==> config.mk <==
export PLATFORM = sky130hd
export DESIGN_NAME = autoref_scheduler_flat
export DESIGN_NICKNAME = d
export VERILOG_FILES = /design/src/rtl/autoref_scheduler_if.sv /design/src/rtl/autoref_scheduler.sv /design/src/flat_wrapper.sv
export SDC_FILE = /design/constraint.sdc
export NUM_CORES = 2
export LEC_CHECK = 0
export ABC_AREA = 1
export BUFFER_PORTS_ARGS = -buffer_cell sky130_fd_sc_hd__buf_2
export CAP_MARGIN = 20
export CORE_MARGIN = 2
export CORE_UTILIZATION = 64
export DETAILED_ROUTE_END_ITERATION = 10
export GPL_TIMING_DRIVEN = 1
export PLACE_DENSITY = 0.81
export SYNTH_ARGS = -nofsm -noshare
export SYNTH_HDL_FRONTEND = slang
export SYNTH_SLANG_ARGS = --single-unit
==> constraint.sdc <==
create_clock -name clk -period 4.3 [get_ports clk]
set_input_delay 1.29 -clock clk [delete_from_list [all_inputs] [get_ports clk]]
set_output_delay 1.29 -clock clk [all_outputs]
set_load 0.005 [all_outputs]
==> src/rtl/autoref_scheduler_if.sv <==
// ---------------------------------------------------------------------------
// autoref_scheduler_if
// Bundles the configuration bus from the host instruction decoder and the
// per-channel refresh req/ack handshake to the command sequencer.
//
// Members:
//   set_interval, set_trfc   : config write strobes
//   cfg_ch, cfg_bcast        : write target (single channel or broadcast)
//   interval_in, trfc_in     : config write data
//   ref_ack  [NUM_CH]        : sequencer accepted refresh
//   aref_en  [NUM_CH]        : channel has a nonzero interval
//   ref_req  [NUM_CH]        : refresh request
//   ref_urgent [NUM_CH]      : pending count at its maximum
//   ref_busy [NUM_CH]        : channel inside tRFC blackout
//   pend_cnt                 : packed pending counts, ch0 in the LSBs
//   ref_ovf  [NUM_CH]        : sticky dropped-tick flag (only with AREF_OVF_EN)
//
// Modports: master = host/sequencer side, slave = scheduler.
// Optional feature macro: AREF_OVF_EN.
// ---------------------------------------------------------------------------
interface autoref_scheduler_if #(
    parameter int NUM_CH   = 8,
    parameter int CNT_W    = 28,
    parameter int MAX_PEND = 8,
    parameter int CH_W     = (NUM_CH > 1) ? $clog2(NUM_CH) : 1,
    parameter int PEND_W   = $clog2(MAX_PEND + 1)
);
    logic                     set_interval;
    logic                     set_trfc;
    logic [CH_W-1:0]          cfg_ch;
    logic                     cfg_bcast;
    logic [CNT_W-1:0]         interval_in;
    logic [CNT_W-1:0]         trfc_in;
    logic [NUM_CH-1:0]        ref_ack;
    logic [NUM_CH-1:0]        aref_en;
    logic [NUM_CH-1:0]        ref_req;
    logic [NUM_CH-1:0]        ref_urgent;
    logic [NUM_CH-1:0]        ref_busy;
    logic [NUM_CH*PEND_W-1:0] pend_cnt;
`ifdef AREF_OVF_EN
    logic [NUM_CH-1:0]        ref_ovf;
`endif

    modport master (
`ifdef AREF_OVF_EN
        input  ref_ovf,
`endif
        output set_interval, set_trfc, cfg_ch, cfg_bcast, interval_in, trfc_in,
        output ref_ack,
        input  aref_en, ref_req, ref_urgent, ref_busy, pend_cnt
    );

    modport slave (
`ifdef AREF_OVF_EN
        output ref_ovf,
`endif
        input  set_interval, set_trfc, cfg_ch, cfg_bcast, interval_in, trfc_in,
        input  ref_ack,
        output aref_en, ref_req, ref_urgent, ref_busy, pend_cnt
    );
endinterface

==> src/rtl/autoref_scheduler.sv <==
// ---------------------------------------------------------------------------
// autoref_scheduler
// Multi-channel auto-refresh scheduler. Each channel holds a programmable
// refresh interval and tRFC, generates a refresh tick every `interval`
// cycles, accumulates postponed refreshes up to MAX_PEND, requests a refresh
// from the command sequencer via req/ack, and blocks further requests for
// tRFC cycles after each accepted refresh. Channels are fully independent.
//
// Ports:
//   clk  : system clock
//   rstn : asynchronous active-low reset
//   bus  : autoref_scheduler_if.slave (config bus + refresh handshake)
//
// Optional feature macro: AREF_OVF_EN adds the sticky ref_ovf flags that
// record a tick arriving while a channel's pending count was saturated.
// ---------------------------------------------------------------------------
module autoref_scheduler #(
    parameter int NUM_CH   = 8,
    parameter int CNT_W    = 28,
    parameter int MAX_PEND = 8
) (
    input  logic                clk,
    input  logic                rstn,
    autoref_scheduler_if.slave  bus
);
    localparam int CH_W   = (NUM_CH > 1) ? $clog2(NUM_CH) : 1;
    localparam int PEND_W = $clog2(MAX_PEND + 1);

    for (genvar g = 0; g < NUM_CH; g++) begin : g_ch
        logic [CNT_W-1:0]  interval_q;
        logic [CNT_W-1:0]  trfc_q;
        logic [CNT_W-1:0]  cnt_q;
        logic [CNT_W-1:0]  busy_q;
        logic [PEND_W-1:0] pend_q;
        logic              en_q;
        logic              sel;
        logic              tick;
        logic              at_max;
        logic              req;
        logic              acc;
        logic              wr_int;

        // An out-of-range cfg_ch never equals any channel index, so such a
        // write is dropped without an explicit range check.
        assign sel    = bus.cfg_bcast || (bus.cfg_ch == CH_W'(g));
        assign wr_int = bus.set_interval && sel;
        assign tick   = en_q && (cnt_q == interval_q - CNT_W'(1));
        assign at_max = (pend_q == PEND_W'(MAX_PEND));
        assign req    = (pend_q != '0) && (busy_q == '0);
        // An ack without a request is ignored entirely.
        assign acc    = bus.ref_ack[g] && req;

        // NOTE: every state register gets an async reset value and is
        // updated with non-blocking assignments so all channels sample the
        // same pre-edge state.
        always_ff @(posedge clk or negedge rstn) begin
            if (!rstn) begin
                interval_q <= '0;
                trfc_q     <= '0;
                en_q       <= 1'b0;
            end else begin
                if (wr_int) begin
                    interval_q <= bus.interval_in;
                    en_q       <= |bus.interval_in;
                end
                // A new tRFC only affects the next accepted refresh.
                if (bus.set_trfc && sel) trfc_q <= bus.trfc_in;
            end
        end

        // Interval counter runs independently of busy and pending state.
        always_ff @(posedge clk or negedge rstn) begin
            if (!rstn)       cnt_q <= '0;
            else if (wr_int) cnt_q <= '0;
            else if (en_q)   cnt_q <= tick ? '0 : cnt_q + CNT_W'(1);
        end

        // Tick and accepted ack together cancel; ticks at saturation drop.
        always_ff @(posedge clk or negedge rstn) begin
            if (!rstn)
                pend_q <= '0;
            else if (wr_int && (bus.interval_in == '0))
                pend_q <= '0;
            else if (tick && !acc && !at_max)
                pend_q <= pend_q + PEND_W'(1);
            else if (acc && !tick)
                pend_q <= pend_q - PEND_W'(1);
        end

        always_ff @(posedge clk or negedge rstn) begin
            if (!rstn)                busy_q <= '0;
            else if (acc)             busy_q <= trfc_q;
            else if (busy_q != '0)    busy_q <= busy_q - CNT_W'(1);
        end

`ifdef AREF_OVF_EN
        logic ovf_q;
        always_ff @(posedge clk or negedge rstn) begin
            if (!rstn)                         ovf_q <= 1'b0;
            else if (wr_int)                   ovf_q <= 1'b0;
            else if (tick && at_max && !acc)   ovf_q <= 1'b1;
        end
        assign bus.ref_ovf[g] = ovf_q;
`else
        // Ticks arriving at saturation are discarded by the pending logic.
`endif

        assign bus.aref_en[g]                       = en_q;
        assign bus.ref_req[g]                       = req;
        assign bus.ref_urgent[g]                    = at_max;
        assign bus.ref_busy[g]                      = (busy_q != '0);
        assign bus.pend_cnt[g*PEND_W +: PEND_W]     = pend_q;
    end
endmodule

==> src/flat_wrapper.sv <==
// flat-port wrapper written by rule: the top's interface ports become plain ports
module autoref_scheduler_flat 
#(
    parameter int NUM_CH   = 8,
    parameter int CNT_W    = 28,
    parameter int MAX_PEND = 8
)
  (clk, rstn, bus_set_interval, bus_set_trfc, bus_cfg_ch, bus_cfg_bcast, bus_interval_in, bus_trfc_in, bus_ref_ack, bus_aref_en, bus_ref_req, bus_ref_urgent, bus_ref_busy, bus_pend_cnt);
  autoref_scheduler_if #(.NUM_CH(NUM_CH), .CNT_W(CNT_W), .MAX_PEND(MAX_PEND)) bus_i ();
  input  logic clk;
  input  logic rstn;
  input wire logic [$bits(bus_i.set_interval)-1:0] bus_set_interval;
  input wire logic [$bits(bus_i.set_trfc)-1:0] bus_set_trfc;
  input wire logic [$bits(bus_i.cfg_ch)-1:0] bus_cfg_ch;
  input wire logic [$bits(bus_i.cfg_bcast)-1:0] bus_cfg_bcast;
  input wire logic [$bits(bus_i.interval_in)-1:0] bus_interval_in;
  input wire logic [$bits(bus_i.trfc_in)-1:0] bus_trfc_in;
  input wire logic [$bits(bus_i.ref_ack)-1:0] bus_ref_ack;
  output wire logic [$bits(bus_i.aref_en)-1:0] bus_aref_en;
  output wire logic [$bits(bus_i.ref_req)-1:0] bus_ref_req;
  output wire logic [$bits(bus_i.ref_urgent)-1:0] bus_ref_urgent;
  output wire logic [$bits(bus_i.ref_busy)-1:0] bus_ref_busy;
  output wire logic [$bits(bus_i.pend_cnt)-1:0] bus_pend_cnt;
  assign bus_i.set_interval = bus_set_interval;
  assign bus_i.set_trfc = bus_set_trfc;
  assign bus_i.cfg_ch = bus_cfg_ch;
  assign bus_i.cfg_bcast = bus_cfg_bcast;
  assign bus_i.interval_in = bus_interval_in;
  assign bus_i.trfc_in = bus_trfc_in;
  assign bus_i.ref_ack = bus_ref_ack;
  assign bus_aref_en = bus_i.aref_en;
  assign bus_ref_req = bus_i.ref_req;
  assign bus_ref_urgent = bus_i.ref_urgent;
  assign bus_ref_busy = bus_i.ref_busy;
  assign bus_pend_cnt = bus_i.pend_cnt;
  autoref_scheduler #(.NUM_CH(NUM_CH), .CNT_W(CNT_W), .MAX_PEND(MAX_PEND)) u_core (.clk(clk), .rstn(rstn), .bus(bus_i));
endmodule
==> reports/results.tsv <==
stage	metric	value	unit
global_routing	gr ovfl total	0	
cts	CTS Sinks	936	
global_routing	Tot GR Track Use	35.92	%
synthesis	Main synth FF type	dfrtp_1	
timing	Worst-Margin Slew	1.096	ns
floorplan	boundary pin count	136	
drt	vias	49060	
layout	fin nets	7358	
worst_setup_path	CP required	3.01	ns
timing	Total Neg Setup Slack	0	ns
drt	drt via density	5.790	
power_and_ir_drop	Power Total	22.94	mW
placed_design	dpl hpwl	112200	µm
placed_design	GPL Wtd Cong	1.005	
synthesis	synth top area cells	dfrtp_1, nand2_1, o21ai_0, xor2_1, nor2_1	
timing	Final WS setup	0.1520	ns
run	max-capacitance violation count	0	
drt	initial drt markers	4698	
worst_setup_path	Setup crit end kind	output port	
synthesis	post-synthesis cell count	7106	
worst_setup_path	CP arrival	2.86	ns
synthesis	Synthesized Nets	7226	
placed_design	pre-CTS setup slack	0.7234	ns
power_and_ir_drop	Lkg Pwr	27.45	nW
global_routing	first-pass GRT wire length	249200	µm
power_and_ir_drop	pwr dens	381.1	nW/µm²
global_routing	initial antenna violation count	15	
hold_path	HP Class	reg -> reg	
cts	CTS tree	yes	
worst_setup_path	critical path launch point type	flip-flop	
synthesis	#FFs+latches synth	936	
synthesis	sequential-to-total area share from yosys stat	42.93	%
synthesis	number of distinct library cells after synthesis	70	
power_and_ir_drop	maximum VDD drop	0.3646	mV
synthesis	warnings from Yosys	0	
timing	Pins Over Slew Limit	0	
floorplan	cell row count	107	
floorplan	Die W	296.0	µm
placed_design	Port Buffers	135	
floorplan	Initial Utilization	64.29	%
synthesis	Synth area leader	dfrtp_1	
synthesis	Post-synth ARST share	100.0	%
timing	endpoints failing setup	0	
timing	Clock Skew	0.03018	ns
drt	final antenna-violating net count	0	
global_routing	number of global-route vias before repair	46460	
cts	hold buffer count at CTS	0	
worst_setup_path	most used cell, CP	nor2_4	
floorplan	Core Box Area	84880	µm²
worst_setup_path	slowest stage delay, CP	0.37	ns
cts	Clock Tree Buf Depth	3	
synthesis	number of synthesized flops with an enable pin	0	
timing	Slew headroom	26.39	%
worst_setup_path	CP max FO	6	
synthesis	Post-synth top cells	nand2_1, dfrtp_1, nor2_1	
cts	CTS buffer count	98	
drt	Post-Route WL	157100	µm
drt	WL/cell	18.55	µm
cts	CTS root buf	clkbuf_16	
outcome	status	finished clean	
synthesis	syn_area_per_cell	7.679	µm²
timing	fin crit share	96.47	%
cts	clock slew at reported path FFs	0.06	ns
layout	Core Util, Final	70.93	%
global_routing	largest net degree at the start of global routing	106	
worst_setup_path	slowest stage cell, crit path	dfrtp_1	
worst_setup_path	cells along the critical path	inv_2 -> ha_2 -> inv_1 -> nor2_4 -> nand2_2 -> nor2_4 -> nand2_2 -> nor3_4 -> nand3b_4 -> nor2_4 -> clkinvlp_4 -> nor2_2 -> buf_2	
synthesis	mapped cell area	54560	µm²
placed_design	dpl cell area	56570	µm²
layout	fill cell count	6880	
layout	layout cells sized above 1	8.319	%
cts	worst skew pair latency	0.70	ns
floorplan	Die Area	87610	µm²
synthesis	Synth top area share	42.93	%
timing	Final Hold Vio Count	0	
worst_setup_path	Setup CP Type	reg -> out	
cts	# H-tree levels	3	
drt	drt pass-1 iters	6	
timing	Fmax	0.2411	GHz
layout	P&R area growth vs syn	10.33	%
synthesis	most frequent cell after synthesis	nand2_1	
floorplan	Die Height	296.0	µm
layout	post-route cell area	60200	µm²
timing	crit path time final	4.148	ns
drt	DRC violations left	0	
-- power breakdown --
| group | internal (mW) | switching [mW] | total, mW | leakage [nW] |
|---|---|---|---|---|
| clock | 5.42 | 3.84 | 9.26 | 1.70 |
| combinational | 1.18 | 2.15 | 3.34 | 14.1 |
| sequential | 9.51 | 0.825 | 10.3 | 11.6 |
| total | 16.1 | 6.82 | 22.9 | 27.4 |
-- worst max-delay path: cells and delay by family (launching register included) --
kind | cells | cell delay, ns
adder cells (fa/ha/maj) | 1 | 0.20
flip-flops | 1 | 0.37
AND/OR/NAND/NOR | 8 | 1.07
buffers and inverters | 4 | 0.50
-- area by class of cell --
class	instances	area, µm²	area share (%)
antenna	7	17.52	0.02910
inverter	804	3023	5.021
timing repair buffer	227	1514	2.515
multi-input combinational	5171	27250	45.27
tap	1144	1431	2.378
clock buffer	127	2754	4.574
clock inverter	56	787.0	1.307
sequential	936	23420	38.91
-- final timing paths --
path / start / end / slack (ns) / depth (start not counted)
hold / removal: u_core.g_ch[3].trfc_q[24]$_DFFE_PN0P_ / u_core.g_ch[3].busy_q[24]$_DFFE_PN0P_ / 0.48 / 2
hold reg to reg: u_core.g_ch[3].trfc_q[24]$_DFFE_PN0P_ / u_core.g_ch[3].busy_q[24]$_DFFE_PN0P_ / 0.48 / 2
setup / recovery: u_core.g_ch[3].busy_q[0]$_DFFE_PN0P_ / bus_ref_req[3] / 0.15 / 13
max in group asynchronous: rstn / u_core.g_ch[1].interval_q[0]$_DFFE_PN0P_ / 2.52 / 2
min in group asynchronous: rstn / u_core.g_ch[4].cnt_q[9]$_DFFE_PN0P_ / 0.58 / 1
setup reg to reg: u_core.g_ch[7].busy_q[1]$_DFFE_PN0P_ / u_core.g_ch[7].pend_q[3]$_DFFE_PN0P_ / 0.76 / 23
-- through the flow --
step                hold WS [ns]  instances
global placement          0.4532       8277
detailed placement        0.4562       8277
floorplan                 0.4422       7106
global route              0.5024       8467
CTS                       0.4718       8460
finish                    0.4785       8472
-- sequential cells by signal, indices dropped and copies added (netlist names) --
register,cells
u_core.g_ch.busy_q,224
u_core.g_ch.cnt_q,224
u_core.g_ch.en_q,8
u_core.g_ch.interval_q,224
u_core.g_ch.pend_q,32
u_core.g_ch.trfc_q,224
-- timing repair --
| item | CTS | global route |
|---|---|---|
| resized for setup | 0 | 8 |
| setup endpoints to repair | 0 | 3 |
| buffers inserted | 0 | 5 |
-- logic make-up after synthesis --
logic type	count (synthesis)	share of synthesized area [%]
xor gates and xnor gates	559	9.213
and+or+nand+nor	3510	28.26
buffers and inverters	999	7.216
AOI/OAI and AO/OA	1054	11.17
adders and majority gates	48	1.211
DFF	936	42.93
-- metal layers --
layer / wire [µm] / global-route usage [%] / vias up
met5: 0 / 0 / -
met4: 5753 / 13.29 / 0
met3: 12880 / 6.970 / 341
met2: 71210 / 56.47 / 1875
met1: 67300 / 49.67 / 23460
li1: - / - / 23380
-- cell usage in the layout, fill, tap and decap left out, types with 11 or more instances in the layout --
cell type / count
dfrtp_1: 936
nand3b_1: 33
nor4_1: 61
buf_2: 134
clkbuf_16: 100
or2_2: 21
xnor2_1: 174
clkinv_2: 17
nor2_2: 53
a22o_1: 86
a21oi_1: 32
buf_4: 81
clkbuf_1: 12
xor2_1: 375
nor2_4: 30
nand2_1: 1778
clkbuf_8: 15
nor2_1: 798
ha_1: 39
o211ai_1: 19
o22ai_1: 155
inv_1: 789
o21ai_1: 18
buf_12: 11
clkinvlp_4: 14
nand3_1: 354
nand4_1: 149
nor3_1: 134
o21ai_0: 672
nand2_2: 37
o21bai_1: 12
bufinv_16: 14
Note: power is estimated with default switching activity, not from simulation.
